`src/rtl/pir_alarm_sequencer_if.sv`:
```
// Sensor-to-alarm bus for pir_alarm_sequencer.
// master: drives arm, stop_alarm and the three raw PIR inputs; observes alarm/zone reporting.
// slave : the sequencer; samples the inputs and drives alarm_out, zone_valid, zone_id,
//         armed and event_count.
interface pir_alarm_sequencer_if;
    logic       arm;
    logic       stop_alarm;
    logic       pir_sensor_1;
    logic       pir_sensor_2;
    logic       pir_sensor_3;
    logic       alarm_out;
    logic       zone_valid;
    logic [1:0] zone_id;
    logic       armed;
    logic [7:0] event_count;

    modport master (
        output arm, stop_alarm, pir_sensor_1, pir_sensor_2, pir_sensor_3,
        input  alarm_out, zone_valid, zone_id, armed, event_count
    );

    modport slave (
        input  arm, stop_alarm, pir_sensor_1, pir_sensor_2, pir_sensor_3,
        output alarm_out, zone_valid, zone_id, armed, event_count
    );
endinterface

```
`src/rtl/pir_alarm_sequencer.sv`:
```
// PIR alarm sequencer: synchronises and debounces three PIR sensors, queues detections per
// zone, round-robin arbitrates them onto a single zone report, and sequences the alarm
// lifecycle DISARMED -> EXIT_DELAY -> ARMED -> ALARM -> COOLDOWN -> ARMED.
// Ports:
//   clk   - system clock, rising edge
//   rst_n - synchronous active-low reset
//   bus   - pir_alarm_sequencer_if.slave (arm, stop_alarm, pir_sensor_1..3 in;
//           alarm_out, zone_valid, zone_id, armed, event_count out; all outputs registered)
// Optional feature: define ALARM_LATCH_EN to latch ALARM until stop_alarm or disarm
// (the alarm timeout counter is then not built).
module pir_alarm_sequencer #(
    parameter int unsigned DEBOUNCE_CYCLES = 2,
    parameter int unsigned ARM_DELAY       = 16,
    parameter int unsigned ALARM_TIMEOUT   = 256,
    parameter int unsigned COOLDOWN_CYCLES = 8
) (
    input  logic                  clk,
    input  logic                  rst_n,
    pir_alarm_sequencer_if.slave  bus
);

    localparam int unsigned NZ     = 3;
    localparam int unsigned DB_W   = 4;
    localparam int unsigned CNT_W  = 8;
    localparam int unsigned TO_W   = 16;
    localparam int unsigned SYNC_W = NZ + 2;
    localparam logic [CNT_W-1:0] EVT_MAX = '1;

    typedef enum logic [2:0] {
        S_DISARMED,
        S_EXIT_DELAY,
        S_ARMED,
        S_ALARM,
        S_COOLDOWN
    } state_t;

    state_t              state;
    logic [SYNC_W-1:0]   sync_q1;
    logic [SYNC_W-1:0]   sync_q2;
    logic [NZ-1:0]       sens_s;
    logic                stop_s;
    logic                arm_s;
    logic [DB_W-1:0]     db_cnt [NZ];
    logic [NZ-1:0]       pending;
    logic [1:0]          ptr;          // zone index (0..2) with highest priority
    logic [CNT_W-1:0]    dly_cnt;      // shared by exit delay and cooldown
    logic [NZ-1:0]       hit_c;
    logic [NZ-1:0]       gnt_c;
    logic [1:0]          gnt_zone_c;
    logic [1:0]          gnt_ptr_c;
    logic                timeout_c;
    logic                leave_alarm_c;
    logic                capture_en_c;
    logic                grant_en_c;
`ifndef ALARM_LATCH_EN
    logic [TO_W-1:0]     to_cnt;
`endif

    // Bit map of the synchroniser: [2:0] sensors 3..1, [3] stop_alarm, [4] arm.
    assign sens_s = sync_q2[NZ-1:0];
    assign stop_s = sync_q2[NZ];
    assign arm_s  = sync_q2[NZ+1];

    // First requesting zone at or after ptr, as a one-hot grant.
    function automatic logic [NZ-1:0] rr_pick(input logic [NZ-1:0] req, input logic [1:0] start);
        logic [NZ-1:0] gnt;
        logic [1:0]    z;
        gnt = '0;
        // Walk from furthest to nearest so the nearest requester is written last.
        for (int k = NZ - 1; k >= 0; k--) begin
            z = 2'((32'(start) + 32'(k)) % NZ);
            if (req[z]) begin
                gnt    = '0;
                gnt[z] = 1'b1;
            end
        end
        return gnt;
    endfunction

    // Debounce threshold crossing: fires once per sustained high level.
    always_comb begin
        hit_c = '0;
        for (int z = 0; z < NZ; z++) begin
            hit_c[z] = sens_s[z] && (db_cnt[z] == DB_W'(DEBOUNCE_CYCLES - 1));
        end
    end

`ifdef ALARM_LATCH_EN
    assign timeout_c = 1'b0;
`else
    assign timeout_c = (to_cnt == TO_W'(1));
`endif

    // Leaving ALARM (stop or timeout) and disarm both suppress the grant in that cycle.
    assign leave_alarm_c = (state == S_ALARM) && (stop_s || timeout_c);
    assign capture_en_c  = (state == S_ARMED) || (state == S_ALARM);
    assign grant_en_c    = capture_en_c && arm_s && !leave_alarm_c;
    assign gnt_c         = grant_en_c ? rr_pick(pending, ptr) : '0;

    // Granted zone number (1..3) and the pointer that follows it.
    always_comb begin
        gnt_zone_c = 2'd1;
        gnt_ptr_c  = 2'd1;
        if (gnt_c[1]) begin
            gnt_zone_c = 2'd2;
            gnt_ptr_c  = 2'd2;
        end else if (gnt_c[2]) begin
            gnt_zone_c = 2'd3;
            gnt_ptr_c  = 2'd0;
        end
    end

    // Synchronisers, debounce, pending queue, arbitration and lifecycle FSM.
    always_ff @(posedge clk) begin
        if (!rst_n) begin
            state           <= S_DISARMED;
            sync_q1         <= '0;
            sync_q2         <= '0;
            for (int z = 0; z < NZ; z++) begin
                db_cnt[z] <= '0;
            end
            pending         <= '0;
            ptr             <= '0;
            dly_cnt         <= '0;
`ifndef ALARM_LATCH_EN
            to_cnt          <= '0;
`endif
            bus.alarm_out   <= 1'b0;
            bus.zone_valid  <= 1'b0;
            bus.zone_id     <= '0;
            bus.armed       <= 1'b0;
            bus.event_count <= '0;
        end else begin
            sync_q1 <= {bus.arm, bus.stop_alarm, bus.pir_sensor_3, bus.pir_sensor_2, bus.pir_sensor_1};
            sync_q2 <= sync_q1;

            for (int z = 0; z < NZ; z++) begin
                if (!sens_s[z]) begin
                    db_cnt[z] <= '0;
                end else if (db_cnt[z] != DB_W'(DEBOUNCE_CYCLES)) begin
                    db_cnt[z] <= db_cnt[z] + DB_W'(1);
                end
            end

            // A zone granted and re-hit in the same cycle stays pending.
            pending        <= (pending & ~gnt_c) | (hit_c & {NZ{capture_en_c}});
            bus.zone_valid <= |gnt_c;
            if (|gnt_c) begin
                bus.zone_id <= gnt_zone_c;
                ptr         <= gnt_ptr_c;
                if (bus.event_count != EVT_MAX) begin
                    bus.event_count <= bus.event_count + CNT_W'(1);
                end
            end

            case (state)
                S_DISARMED: begin
                    if (arm_s) begin
                        state           <= S_EXIT_DELAY;
                        dly_cnt         <= CNT_W'(ARM_DELAY);
                        bus.event_count <= '0;
                        bus.zone_id     <= '0;
                    end
                end
                S_EXIT_DELAY: begin
                    if (dly_cnt == CNT_W'(1)) begin
                        state     <= S_ARMED;
                        bus.armed <= 1'b1;
                    end else begin
                        dly_cnt <= dly_cnt - CNT_W'(1);
                    end
                end
                S_ARMED: begin
                    // Registered grant pulse starts the alarm one cycle after zone_valid.
                    if (bus.zone_valid) begin
                        state         <= S_ALARM;
                        bus.alarm_out <= 1'b1;
`ifndef ALARM_LATCH_EN
                        to_cnt        <= TO_W'(ALARM_TIMEOUT);
`endif
                    end
                end
                S_ALARM: begin
                    if (leave_alarm_c) begin
                        state         <= S_COOLDOWN;
                        dly_cnt       <= CNT_W'(COOLDOWN_CYCLES);
                        pending       <= '0;
                        bus.alarm_out <= 1'b0;
                    end
`ifndef ALARM_LATCH_EN
                    else begin
                        to_cnt <= to_cnt - TO_W'(1);
                    end
`endif
                end
                S_COOLDOWN: begin
                    if (dly_cnt == CNT_W'(1)) begin
                        state <= S_ARMED;
                    end else begin
                        dly_cnt <= dly_cnt - CNT_W'(1);
                    end
                end
                default: state <= S_DISARMED;
            endcase

            // Disarm overrides everything else; zone_id and event_count are kept.
            if (!arm_s) begin
                state         <= S_DISARMED;
                pending       <= '0;
                bus.alarm_out <= 1'b0;
                bus.armed     <= 1'b0;
            end
        end
    end

endmodule

```
`src/flat_wrapper.sv`:
```
// flat-port wrapper written by rule: the top's interface ports become plain ports
module pir_alarm_sequencer_flat 
#(
    parameter int unsigned DEBOUNCE_CYCLES = 2,
    parameter int unsigned ARM_DELAY       = 16,
    parameter int unsigned ALARM_TIMEOUT   = 256,
    parameter int unsigned COOLDOWN_CYCLES = 8
)
  (clk, rst_n, bus_arm, bus_stop_alarm, bus_pir_sensor_1, bus_pir_sensor_2, bus_pir_sensor_3, bus_alarm_out, bus_zone_valid, bus_zone_id, bus_armed, bus_event_count);
  pir_alarm_sequencer_if bus_i ();
  input  logic clk;
  input  logic rst_n;
  input wire logic [$bits(bus_i.arm)-1:0] bus_arm;
  input wire logic [$bits(bus_i.stop_alarm)-1:0] bus_stop_alarm;
  input wire logic [$bits(bus_i.pir_sensor_1)-1:0] bus_pir_sensor_1;
  input wire logic [$bits(bus_i.pir_sensor_2)-1:0] bus_pir_sensor_2;
  input wire logic [$bits(bus_i.pir_sensor_3)-1:0] bus_pir_sensor_3;
  output wire logic [$bits(bus_i.alarm_out)-1:0] bus_alarm_out;
  output wire logic [$bits(bus_i.zone_valid)-1:0] bus_zone_valid;
  output wire logic [$bits(bus_i.zone_id)-1:0] bus_zone_id;
  output wire logic [$bits(bus_i.armed)-1:0] bus_armed;
  output wire logic [$bits(bus_i.event_count)-1:0] bus_event_count;
  assign bus_i.arm = bus_arm;
  assign bus_i.stop_alarm = bus_stop_alarm;
  assign bus_i.pir_sensor_1 = bus_pir_sensor_1;
  assign bus_i.pir_sensor_2 = bus_pir_sensor_2;
  assign bus_i.pir_sensor_3 = bus_pir_sensor_3;
  assign bus_alarm_out = bus_i.alarm_out;
  assign bus_zone_valid = bus_i.zone_valid;
  assign bus_zone_id = bus_i.zone_id;
  assign bus_armed = bus_i.armed;
  assign bus_event_count = bus_i.event_count;
  pir_alarm_sequencer #(.DEBOUNCE_CYCLES(DEBOUNCE_CYCLES), .ARM_DELAY(ARM_DELAY), .ALARM_TIMEOUT(ALARM_TIMEOUT), .COOLDOWN_CYCLES(COOLDOWN_CYCLES)) u_core (.clk(clk), .rst_n(rst_n), .bus(bus_i));
endmodule
```
`config.mk`:
```
export PLATFORM = sky130hd
export DESIGN_NAME = pir_alarm_sequencer_flat
export DESIGN_NICKNAME = d
export VERILOG_FILES = /design/src/rtl/pir_alarm_sequencer_if.sv /design/src/rtl/pir_alarm_sequencer.sv /design/src/flat_wrapper.sv
export SDC_FILE = /design/constraint.sdc
export NUM_CORES = 1
export LEC_CHECK = 0
export CAP_MARGIN = 5
export CELL_PAD_IN_SITES_DETAIL_PLACEMENT = 0
export CELL_PAD_IN_SITES_GLOBAL_PLACEMENT = 1
export CORE_MARGIN = 5
export CORE_UTILIZATION = 38
export CTS_CLUSTER_SIZE = 16
export DETAILED_ROUTE_END_ITERATION = 10
export PLACE_DENSITY = 0.68
export SKIP_CTS_REPAIR_TIMING = 1
export SYNTH_ARGS = -nofsm -noshare
export SYNTH_HDL_FRONTEND = slang
export SYNTH_SLANG_ARGS = --single-unit
```
`constraint.sdc`:
```
create_clock -name clk -period 2.5 [get_ports clk]
set_clock_uncertainty 0.1 [all_clocks]
set_input_delay 0.375 -clock clk [delete_from_list [all_inputs] [get_ports clk]]
set_output_delay 0.375 -clock clk [all_outputs]
set_load 0.02 [all_outputs]
```
### Word-level counts from Yosys, hierarchy flattened

Memory sizes are Yosys's and may differ from the RTL's.
Index checks and enable logic that the tools add are counted.
W data, S select, Z words.

* add/sub/neg operators: 8
* divide/modulo/power cells: 3
* $lt $le $gt $ge: 6
* eq/ne operators: 19
* mux-type cells: 71
* bitwise gates (word level): 10
* reductions and logical operators: 23

Operators with widths (count)
* $mod A32 B2 Y32 const B: 2
* $mux W8: 7
* $mod A2 B2 Y32 const B: 1
* $mux W16: 2
* $pmux W16 S2: 1
* $mux W1: 31
* $mux W3: 9
* $mux W4: 6
* $pmux W8 S3: 1
* $eq A16 B1 Y1 const B: 1
* $sub A16 B1 Y16 const B: 1
* $add A4 B1 Y4 const B: 3
* $eq A4 B1 Y1 const B: 3
* $mux W2: 6
* $ne A4 B2 Y1 const B: 3
* $pmux W3 S4: 1
* $logic_and A1 B1 Y1: 9
* $lt A2 B3 Y1 const B: 3
* $reduce_and A3 Y1: 3
* $add A8 B1 Y8 const B: 1
* $eq A8 B1 Y1 const B: 1
* $ne A2 B1 Y1 const B: 4
* $ne A8 B8 Y1 const B: 1
* $sub A8 B1 Y8 const B: 1
* other kinds (23): 39

* register bits after elaboration: 55
* bits in writable memories: 12
* bits of input ports: 7
* memories: 1

Memories
* u_core.db_cnt: words 3, width 4, read ports 3, clocked after memory_dff 0, write ports 3, RTL line pir_alarm_sequencer.sv:43 `logic [DB_W-1:0] db_cnt [NZ];`

### Logic depth before layout (Yosys ltp)

Gate-level depths: netlist of run 1.

* word-level depth: 15
* gate-level depth with buffers: 10
* depth with buffers taken out: 9

### Worst setup path after synthesis of run 1

Ideal clock, no wire load.

* kind: reg-to-reg
* from: reg u_core.ptr[0]
* to: reg u_core.bus.event_count[7]
* setup time: 0.080 ns
* data arrival time: 2.160 ns
* data required time: 2.320 ns
* path slack: 0.160 ns
* stages on the path, launching flop included: 11
* buffers on the path: 1
* clock period less this slack: 2.340 ns
* cells stage by stage: dfxtp_1 -> inv_1 -> ha_1 -> clkbuf_1 -> nor2b_1 -> o211ai_1 -> nand2b_1 -> a211o_4 -> o21ba_2 -> and4_1 -> nor3_1

* cells in the longest elaborated chain, start to end: 14
* elaborated cells between the ends (all ways): 34
* those cells by class: add/sub (2); div (3); order compare (6); mux (19); reduce/logical (4)

RTL lines
* start: declaration: RTL line pir_alarm_sequencer.sv:45 `logic [1:0] ptr;`
* start signal: assignment: RTL line pir_alarm_sequencer.sv:150 `ptr <= gnt_ptr_c;`
* $add A2 B2 Y3: RTL line pir_alarm_sequencer.sv:71 `z = 2'((32'(start) + 32'(k)) % NZ);`
* $mod A32 B2 Y32: RTL line pir_alarm_sequencer.sv:71
* $lt A2 B3 Y1 (implied by the code) / $ge A2 B1 Y1 (equally long branches): RTL line pir_alarm_sequencer.sv:74 `gnt[z] = 1'b1;`
* $logic_and A1 B1 Y1 (implied by the code): RTL line pir_alarm_sequencer.sv:74
* $mux W1 (implied by the code): RTL line pir_alarm_sequencer.sv:74
* $demux W1 S2
* $mux W3 (2 in a row): RTL line pir_alarm_sequencer.sv:72 `if (req[z]) begin`
* $mux W3 *: RTL line pir_alarm_sequencer.sv:72
* $mux W3 *: RTL line pir_alarm_sequencer.sv:98 `assign gnt_c = grant_en_c ? rr_pick(pending, ptr) : '0;`
* $reduce_or A3 Y1 *: RTL line pir_alarm_sequencer.sv:148 `if (|gnt_c) begin`
* $mux W8 *: RTL line pir_alarm_sequencer.sv:148
* $mux W8: RTL line pir_alarm_sequencer.sv:158 `if (arm_s) begin`
* $mux W8 *: RTL line pir_alarm_sequencer.sv:156 `case (state)`
* end signal: assignment: RTL line pir_alarm_sequencer.sv:152 `bus.event_count <= bus.event_count + CNT_W'(1);`
* end: declaration: RTL line pir_alarm_sequencer_if.sv:24 `output alarm_out, zone_valid, zone_id, armed, event_count`

Mark *: on every way between the ends. The rest lies on a longest branch, timed or not. The select of a mux whose other input is x is not followed.
A chain may end at the register's enable or synchronous reset.

### Worst setup path in the final report of run 1

* from: reg u_core.ptr[1]
* to: reg u_core.bus.event_count[4]

The elaborated chain is that of the path after synthesis.

==> results of run 1 <==
worst max-delay path, cell delays in order, from the launching register on:
cell	delay, ns
sky130_fd_sc_hd__dfxtp_4	0.37
sky130_fd_sc_hd__inv_4	0.04
sky130_fd_sc_hd__ha_4	0.15
sky130_fd_sc_hd__mux2_4	0.30
sky130_fd_sc_hd__mux2_4	0.30
sky130_fd_sc_hd__a221oi_4	0.33
sky130_fd_sc_hd__a211o_4	0.18
sky130_fd_sc_hd__o21ai_4	0.09
sky130_fd_sc_hd__or3_1	0.38
sky130_fd_sc_hd__a21oi_2	0.12
synthesized netlist by cell type, drive strengths merged (2+ instances only):
| library cell | number | area [um2] |
|---|---|---|
| dfxtp | 55 | 1100 |
| nor2 | 54 | 203 |
| nand2 | 24 | 90.1 |
| a21oi | 20 | 100 |
| ha | 18 | 225 |
| inv | 17 | 63.8 |
| o21ai | 16 | 91.3 |
| and2 | 15 | 93.8 |
| xor2 | 15 | 131 |
| nand3 | 14 | 70.1 |
| edfxtp | 12 | 360 |
| nor4 | 9 | 77.6 |
| xnor2 | 9 | 78.8 |
| nand3b | 8 | 60.1 |
| nor2b | 8 | 50.1 |
| nor3 | 8 | 45.0 |
| clkbuf | 7 | 26.3 |
| nand4 | 7 | 43.8 |
| nand2b | 6 | 37.5 |
| and3 | 5 | 31.3 |
| o21a | 5 | 37.5 |
| or3 | 5 | 31.3 |
| mux2i | 4 | 40.0 |
| o211ai | 4 | 30.0 |
| a21boi | 3 | 22.5 |
| a31oi | 3 | 18.8 |
| and4 | 3 | 26.3 |
| a21o | 2 | 15.0 |
| a2bb2oi | 2 | 17.5 |
| a41oi | 2 | 17.5 |
| and2b | 2 | 15.0 |
| buf | 2 | 10.0 |
| mux2 | 2 | 30.0 |
| o21bai | 2 | 15.0 |
| o31a | 2 | 17.5 |
flip-flops by register name, indices dropped and copies added, names as in the netlist:
register and flops:
u_core.to_cnt 16, u_core.db_cnt 12, u_core.bus.event_count 8, u_core.dly_cnt 8, u_core.sync_q1 5, u_core.sync_q2 5, u_core.pending 3, u_core.state 3
u_core.bus.zone_id 2, u_core.ptr 2, u_core.bus.alarm_out 1, u_core.bus.armed 1, u_core.bus.zone_valid 1
metal layers:
layer,global-route usage [%],up-vias
met5,0,-
met4,5.06,0
met1,17.7,1278
met3,2.51,10
met2,20.3,40
li1,-,1415
path summary, 6_finish.rpt:
kind,from,endpoint,slack (ns),depth (start not counted)
max,u_core.ptr[1]$_SDFFE_PN0N_,u_core.bus.event_count[4]$_SDFF_PN0_,0.07,9
min,u_core.sync_q1[0]$_SDFF_PN0_,u_core.sync_q2[0]$_SDFF_PN0_,0.34,1
max reg2reg,u_core.ptr[1]$_SDFFE_PN0N_,u_core.bus.event_count[4]$_SDFF_PN0_,0.07,9
min reg2reg,u_core.sync_q1[0]$_SDFF_PN0_,u_core.sync_q2[0]$_SDFF_PN0_,0.34,1
per-stage QoR:
step | hold WS [ns] | instance area [um2]
after CTS | 0.338 | 4090
after global placement | 0.316 | 3850
final | 0.337 | 4160
after global routing | 0.356 | 4160
after floorplan | 0.312 | 3460
after detailed placement | 0.319 | 3850
power by group through the flow:
| stage | combinational, uW | clock, uW | sequential (uW) |
|---|---|---|---|
| after floorplan | 60.2 | 0 | 1150 |
| after global placement | 85.7 | 0 | 1150 |
| after detailed placement | 86.4 | 0 | 1150 |
| after CTS | 86.4 | 1110 | 1130 |
| after global routing | 97.7 | 1160 | 1130 |
| final | 85.1 | 1090 | 1120 |
logic make-up (layout without fill, tap and decap cells):
kind of cell	Yosys count	in the layout	synth area share (%)
mux	6	6	2.03
compound gates	70	70	14.1
buf+inv	26	68	2.89
fa+ha+maj	18	18	6.51
simple gates	172	172	26.2
xor+xnor	24	24	6.08
flops	67	67	42.2
cell type report:
cell class / count / area, um2 / share of cell area (%)
flip-flops and latches: 67 / 1470 / 35.3
clock buffers: 9 / 124 / 2.98
multi-input cells: 290 / 1940 / 46.6
repair buffers: 35 / 310 / 7.46
inverters: 17 / 66.3 / 1.59
clock inverters: 7 / 116 / 2.80
well taps: 108 / 135 / 3.25
==> metrics.cfg, run 1 <==
[power_and_ir_drop]
power_uw = 2300
power.leakage_uw = 0.00155
power_switching_share_pct = 21.2
internal_power_uw = 1810
ir_worst_vdd_mv = 0.276
p_seq_share_pct = 49.0
share_comb_of_total_power_pct = 3.7
power_density_nw_per_um2 = 552
switching_power_uw = 488
power_frac_clock_pct = 47.3

[worst_setup_path]
worst-endpoint-required_ns = 2.66
worst-path-max-fanout = 9
worst-endpoint-arrival_ns = 2.59
timing.critical_path.from_type = flop
timing.critical_path.to_type = flop
worstSetupPathType = flop to flop

[placed_design]
placed_cells_incl_taps = 515
hpwl_mm = 5.16
gpl.final_weighted_congestion = 0.784
port_buffers = 19
worst_setup_slack_before_clock_tree_synthesis_ns = 0.0321

[synth]
synth_fp_nets = 408
synthesis.area_per_instance_um2 = 9.03
synth.yosys.warnings = 0
post_synth_inst_count = 383
synth_async_reset_ratio_pct = 0
synth_sequential_area_ratio_pct = 42.2
total_of_flip_flops_plus_latches_after_synthesis = 67
yosysUniqueCellTypes = 54
synth_top_flop_cell = sky130_fd_sc_hd__dfxtp_1
netlist_area_um2 = 3460
number_of_enable_flip_flop_cells_after_synthesis = 12

[sta]
timing.setup.tns_ns = 0
min_period_over_period_pct = 97.1
crit_path_time_final_ns = 2.43
report.final.slew_viol_count = 0
max_slew_margin_pct = 19.8
finalHoldViolations = 0
fmaxAchievable_mhz = 412
tightest_slew_ns = 1.19
setup_slack_ns = 0.0721
setup_violations = 0

[global_routing]
overflow = 0
globalRouteTotalUtil_pct = 13.0
antenna_found_initial = 0
maximum_number_of_pins_on_one_net_before_global_route_repair = 32
first_global_vias = 2566
grt_first_pass_wirelength_mm = 11.9

[clock_network]
maximum_root_to_sink_buffer_count = 2
numCtsBuffers = 9
tritoncts = done
clock_sink_count = 67
clock-root-buffer = sky130_fd_sc_hd__clkbuf_8
clk_pin_slew_worst_paths_ns = 0.08
insertion_delay_ns = 0.34
h-tree-depth = 3

[detailed_routing]
detailroute.wirelength.met3_um = 258
finalWirelength_mm = 7.15
post_drt_wl_per_cell_um = 13.4
route.layer.met1.wl_mm = 3.59
top_signal_layer_used = met4
vias_per_cell = 5.15
wl_met2_mm = 3.18
drt_first_iter_violations = 88
drt_pre_antenna_iters = 4
vias = 2743
detail_route.drc_violations = 0
antenna_violating_nets_post_route = 0

[layout]
most-common-layout-cells = 54 x sky130_fd_sc_hd__nor2_1, 53 x sky130_fd_sc_hd__dfxtp_1, 24 x sky130_fd_sc_hd__nand2_1
final_cells = 533
diodes = 0
area_delta_synth_final_pct = 20.2
fin_util_pct = 47.2
fill_cells = 851
drive_gt1_share_pct = 12.2
mostFrequentLayoutCell = sky130_fd_sc_hd__nor2_1
fin_nets = 445

[floorplan]
die_area_um2 = 11100
core_area_um2 = 8810
ios = 20
std_cell_rows = 34
dieHeight_um = 105
die_width_um = 105
start_util_pct = 39.3

[job]
maxCapViolations = 0

[min_path]
hold_class = flop to flop

[status]
run_status = finished clean

No activity file was read; power rests on OpenSTA's default activity.
==> inputs of run 2 (changes only) <==
--- a/config.mk
+++ b/config.mk
@@ -13,6 +13,7 @@
 export CTS_CLUSTER_SIZE = 16
 export DETAILED_ROUTE_END_ITERATION = 10
 export PLACE_DENSITY = 0.68
+export SETUP_SLACK_MARGIN = 0.05
 export SKIP_CTS_REPAIR_TIMING = 1
 export SYNTH_ARGS = -nofsm -noshare
 export SYNTH_HDL_FRONTEND = slang
==> run 2 against run 1 <==
Setup slack gained 0.0084 ns. Largest power group unchanged. Non-clock buffer count up 2. Cell area is 0.81% higher. Combinational power is essentially flat. Sequential power about the same.
==> metrics.cfg, run 2 (synthesis gave the netlist of run 1 again) <==
[status]
run_status = finished clean

[worst_setup_path]
r2r_cells = 9  ; unchanged
worstSetupPathType = flop to flop
worst-path-max-fanout = 8  ; -1
worst-endpoint-required_ns = 2.66  ; about the same
crit_path_frequent_cell = sky130_fd_sc_hd__mux2_4
timing.critical_path.from_type = flop
critical_path.cell_chain = inv_4, ha_4, mux2_4, mux2_4, a221oi_4, a211o_4, o21ai_4, or3_1, a21oi_2
worst-endpoint-arrival_ns = 2.58  ; about the same
timing.critical_path.to_type = flop
timing.critical_path.slowest_stage_cell = sky130_fd_sc_hd__or3_1
cpPeakStageDelay_ns = 0.38  ; about the same

[power_and_ir_drop]
power_density_nw_per_um2 = 548  ; -0.78%
ir_worst_vdd_mv = 0.276  ; about the same
switching_power_uw = 489  ; +0.34%
internal_power_uw = 1810  ; about the same
power_uw = 2300  ; about the same
power_switching_share_pct = 21.3  ; +0.067 points
power_frac_clock_pct = 47.4  ; about the same
share_comb_of_total_power_pct = 3.7  ; about the same
power.leakage_uw = 0.00156  ; +0.73%
p_seq_share_pct = 48.9  ; about the same

[floorplan]
start_util_pct = 39.3  ; unchanged
die_area_um2 = 11100  ; unchanged
die_width_um = 105  ; unchanged
std_cell_rows = 34  ; unchanged
ios = 20  ; unchanged
core_area_um2 = 8810  ; unchanged
dieHeight_um = 105  ; unchanged

[sta]
crit_path_time_final_ns = 2.42  ; -0.00838 ns
timing.setup.tns_ns = 0  ; unchanged
fmaxAchievable_mhz = 413  ; +0.35%
setup_violations = 0  ; unchanged
min_period_over_period_pct = 96.8  ; -0.34 points
rsz0062_at_grt = true
max_slew_margin_pct = 18.6  ; -1.2 points
tightest_slew_ns = 1.21  ; +0.0182 ns
report.final.slew_viol_count = 0  ; unchanged
finalHoldViolations = 0  ; unchanged
timing.hold.ws_ns = 0.337  ; unchanged

[layout]
fin_nets = 447  ; +0.45%
max_flop_register = u_core.to_cnt
drive_gt1_share_pct = 13.6  ; +1.3 points
mostFrequentLayoutCell = sky130_fd_sc_hd__nor2_1
reg_top3 = u_core.to_cnt (16), u_core.db_cnt (12)
fin_util_pct = 47.6  ; +0.38 points
diodes = 0  ; unchanged
most-common-layout-cells = 54 x sky130_fd_sc_hd__nor2_1, 53 x sky130_fd_sc_hd__dfxtp_1, 24 x sky130_fd_sc_hd__nand2_1
area_delta_synth_final_pct = 21.2
fill_cells = 851  ; unchanged
largest_register_ffs = 16  ; unchanged

[detailed_routing]
vias = 2750  ; +0.26%
drt_pre_antenna_iters = 6  ; +2
post_drt_wl_per_cell_um = 13.3  ; -0.54%
detail_route.drc_violations = 0  ; unchanged
antenna_violating_nets_post_route = 0  ; unchanged
drt_first_iter_violations = 94  ; +6.8%
vias_per_cell = 5.14  ; -0.12%
finalWirelength_mm = 7.14  ; -0.17%

[global_routing]
overflow = 0  ; unchanged
maximum_number_of_pins_on_one_net_before_global_route_repair = 32  ; unchanged
antenna_found_initial = 0  ; unchanged
first_global_vias = 2566  ; unchanged
globalRouteTotalUtil_pct = 13.0  ; unchanged
grt_first_pass_wirelength_mm = 11.9  ; unchanged

[clock_network]
tritoncts = done
insertion_delay_ns = 0.34  ; about the same
clock_sink_count = 67  ; unchanged
clock-root-buffer = sky130_fd_sc_hd__clkbuf_8
clk_pin_slew_worst_paths_ns = 0.08  ; about the same
numCtsBuffers = 9  ; unchanged
h-tree-depth = 3  ; unchanged
maximum_root_to_sink_buffer_count = 2  ; unchanged

[placed_design]
hpwl_mm = 5.16  ; unchanged
port_buffers = 19  ; unchanged
gpl.final_weighted_congestion = 0.784  ; unchanged

[min_path]
hold_class = flop to flop
hold_path_depth = 1  ; unchanged

[job]
maxCapViolations = 0  ; unchanged

==> run 2: layout make-up <==
class | count | area, um2 | share of cell area, %
inverter | 17 | 66.3 | 1.58
sequential | 67 | 1470 | 35.0
clock buffer | 9 | 124 | 2.96
timing repair buffer | 37 | 325 | 7.76
multi-input combinational | 290 | 1960 | 46.7
clock inverter | 7 | 116 | 2.78
tap | 108 | 135 | 3.22
==> run 2: critical path, delay by kind of cell, from the launching register on <==
kind | cells | cell delay (ns)
simple gates | 1 | 0.38
fa+ha+maj | 1 | 0.15
flops | 1 | 0.37
buf+inv | 1 | 0.04
mux | 2 | 0.59
compound gates | 4 | 0.70
==> run 2: layer usage <==
metal / part of all wire [%] / wire length (um) / global-route usage [%] / vias up
li1: - / - / - / 1425
met1: 50 / 3590 / 17.7 / 1277
met2: 44 / 3170 / 20.3 / 40
met3: 3.7 / 263 / 2.51 / 8
met4: 1.7 / 120 / 5.06 / 0
met5: 0 / 0 / 0 / -
==> run 2: through the flow <==
stage | setup slack, ns | cell area (um2) | std cells
after floorplan | 0.160 | 3460 | 383
after global placement | 0.0782 | 3850 | 515
after detailed placement | 0.0321 | 3850 | 515
after CTS | 0.00448 | 4090 | 531
after global routing | -0.0105 | 4190 | 535
final | 0.0805 | 4190 | 535
==> run 2: worst paths after layout <==
| check | slack (ns) | endpoint | from |
|---|---|---|---|
| setup / recovery | 0.08 | u_core.bus.event_count[4]$_SDFF_PN0_ | u_core.ptr[1]$_SDFFE_PN0N_ |
| setup reg to reg | 0.08 | u_core.bus.event_count[4]$_SDFF_PN0_ | u_core.ptr[1]$_SDFFE_PN0N_ |
| hold reg to reg | 0.34 | u_core.sync_q2[0]$_SDFF_PN0_ | u_core.sync_q1[0]$_SDFF_PN0_ |
| hold / removal | 0.34 | u_core.sync_q2[0]$_SDFF_PN0_ | u_core.sync_q1[0]$_SDFF_PN0_ |
==> run 2: power by group through the flow <==
stage | clock network, uW | logic, uW | registers (uW)
after floorplan | 0 | 60.2 | 1150
after global placement | 0 | 85.7 | 1150
after detailed placement | 0 | 86.4 | 1150
after CTS | 1110 | 86.4 | 1130
after global routing | 1160 | 97.7 | 1130
final | 1090 | 85.2 | 1120
==> variant, RTL diff (flow settings as in run 2) <==
Make the reset (`rst_n`) asynchronous in one clocked block. Comments in the files are not updated.
--- a/src/rtl/pir_alarm_sequencer.sv
+++ b/src/rtl/pir_alarm_sequencer.sv
@@ -112,5 +112,5 @@
 
     // Synchronisers, debounce, pending queue, arbitration and lifecycle FSM.
-    always_ff @(posedge clk) begin
+    always_ff @(posedge clk or negedge rst_n) begin
         if (!rst_n) begin
             state           <= S_DISARMED;
Function: no difference found for any inputs over 10 cycles, from zero or initial values and one cycle with rst_n low; that may be too few to reach the edited logic, so the function may still have changed.
==> variant against run 2 <==
- critical path type unchanged
- via count fell by 1.9%
- area after synthesis rose by 4.9%
- sequential cell count did not move
- routed wire length rose by 3.8%
- highest routed layer unchanged
- setup slack improved by 0.086 ns
- final area rose by 3.4%
Power is not compared: it rests on default switching activity, and its combinational part moved more than twofold at a synthesized area within 25%.
==> variant: results (changes against run 2) <==
ys_top_cells_by_count: "dfrtp_1 (67), nand2_1 (36), nor2_1 (33)"
grt_usage: 0.137  # +0.00673
dr.pass1.iters: 4  # -2
top_layer: "met4"
grt_max_degree: 29  # -9.4%
yosys.cell_types.count: 55  # +1.9%
power_leakage_nw: 1.91
critPathMaxFanout: 6  # -2
fillers: 893  # +4.9%
grt_pass1_wl_um: 12700  # +6.6%
syn_inst: 369  # -3.7%
async_flop_share: 1.00  # +1.00
cts_buffer_depth: 2  # unchanged
dp_hpwl_um: 5220  # +1.2%
cts_root_buf: "clkbuf_8"
slew_headroom: 0.639  # +0.453
synth-seq-area-share: 0.462  # +0.0395
nets: 429  # -4.0%
avgRoutedWirePerCell_um: 13.8  # +3.3%
drive_gt1_frac: 0.127  # -0.00869
finalNonFillerCells: 538  # +0.56%
outcome: "finished clean"
diodes: 0  # unchanged
detailedPlace.worstSlack_ns: 0.0253  # -0.00685 ns
routed-wl-met3_um: 217  # -17%
synth_fp_nets: 394  # -3.4%
clock_latency_ns: 0.34  # about the same
ir_drop_mv: 0.310
antenna_found_initial: 0  # unchanged
dp_cells: 520  # +0.97%
drc: 0  # unchanged
placed_area_sq_um: 4010  # +4.2%
met1_length_um: 3680  # +2.4%
synth_area_leaders: "dfrtp_1 (46%), ha_1 (6.2%), nand2_1 (3.7%), nor2_1 (3.4%), mux2i_1 (3.0%)"
vias_per_cell: 5.01  # -2.5%
holdCritPathClass: "register to register"
path_clk_slew_ns: 0.07
first_global_vias: 2680  # +4.4%
portBuffers: 19  # unchanged
cts_buffers: 9  # unchanged
dr_wl_met2_um: 3390  # +7.1%
arrival_ns: 2.43  # -0.15 ns
drtIter0Drc: 114  # +21%
place_congestion: 0.878  # +12%
reg_top3: "u_core.to_cnt x16, u_core.db_cnt x12"
[variant: changes by cell type after synthesis, sizes merged, moves of 4 or more]
cell           run 2  this run
nand4              7         3
clkbuf             7         3
nand2             24        36
dfrtp              0        67
nor2              54        34
edfxtp            12         0
nand3             14         9
dfxtp             55         0
inv               17        24
nand2b             6        14
nor4               9         5
mux2i              4        11
o22ai              1         5
or3                5         1
[variant: cell type report]
cell class                      count  area share
Multi-Input combinational cell    270       0.435
Sequential cell                    67       0.387
Timing Repair Buffer               32      0.0658
Tap cell                          129      0.0372
Clock buffer                       11      0.0349
Inverter                           24      0.0208
Clock inverter                      5      0.0193
[variant: cell families after synthesis]
family | after synthesis | share of synthesized area
compound gates | 80 | 0.151
fa+ha+maj | 18 | 0.0620
mux | 11 | 0.0303
flops | 67 | 0.462
xor+xnor | 22 | 0.0531
simple gates | 139 | 0.204
buf+inv | 32 | 0.0372
[variant: where the power goes]
group          internal, mW  total, mW  switching (mW)
Combinational         0.355      0.741           0.386
Sequential             1.23       1.41           0.177
Clock                 0.620       1.06           0.436
Total                  2.20       3.20           0.998
[variant: final timing paths]
kind / end / slack, ns / startpoint / cells after the start
worst max register to register: u_core.bus.event_count[6] / 0.17 / u_core.ptr[0] / 10
min in group asynchronous: u_core.pending[0] / 0.45 / rst_n / 2
max in group asynchronous: u_core.to_cnt[11] / 1.07 / rst_n / 3
worst min-delay path: u_core.sync_q2[0] / 0.25 / u_core.sync_q1[0] / 0
worst max-delay path: u_core.bus.event_count[6] / 0.17 / u_core.ptr[0] / 10
worst min register to register: u_core.sync_q2[0] / 0.25 / u_core.sync_q1[0] / 0
[variant: stage by stage]
step | TNS [ns] | util
after floorplan | 0 | -
after global placement | 0 | 0.432
after detailed placement | 0 | 0.432
after CTS | 0 | 0.458
after global routing | -0.00484 | 0.467
final | 0 | 0.467
[variant: layer usage]
layer,track usage,vias up
met1,0.187,1295
met2,0.209,31
met5,0,-
met4,0.0451,0
met3,0.0366,14
li1,-,1357
[variant: critical path, cell delays in order (launching register included)]
cell,delay [ns]
dfrtp_1,0.38
inv_1,0.12
ha_2,0.26
nand3b_1,0.16
o21ai_1,0.11
a221oi_1,0.31
o22ai_2,0.17
o21ai_2,0.25
inv_2,0.11
a31oi_1,0.17
a211oi_1,0.06
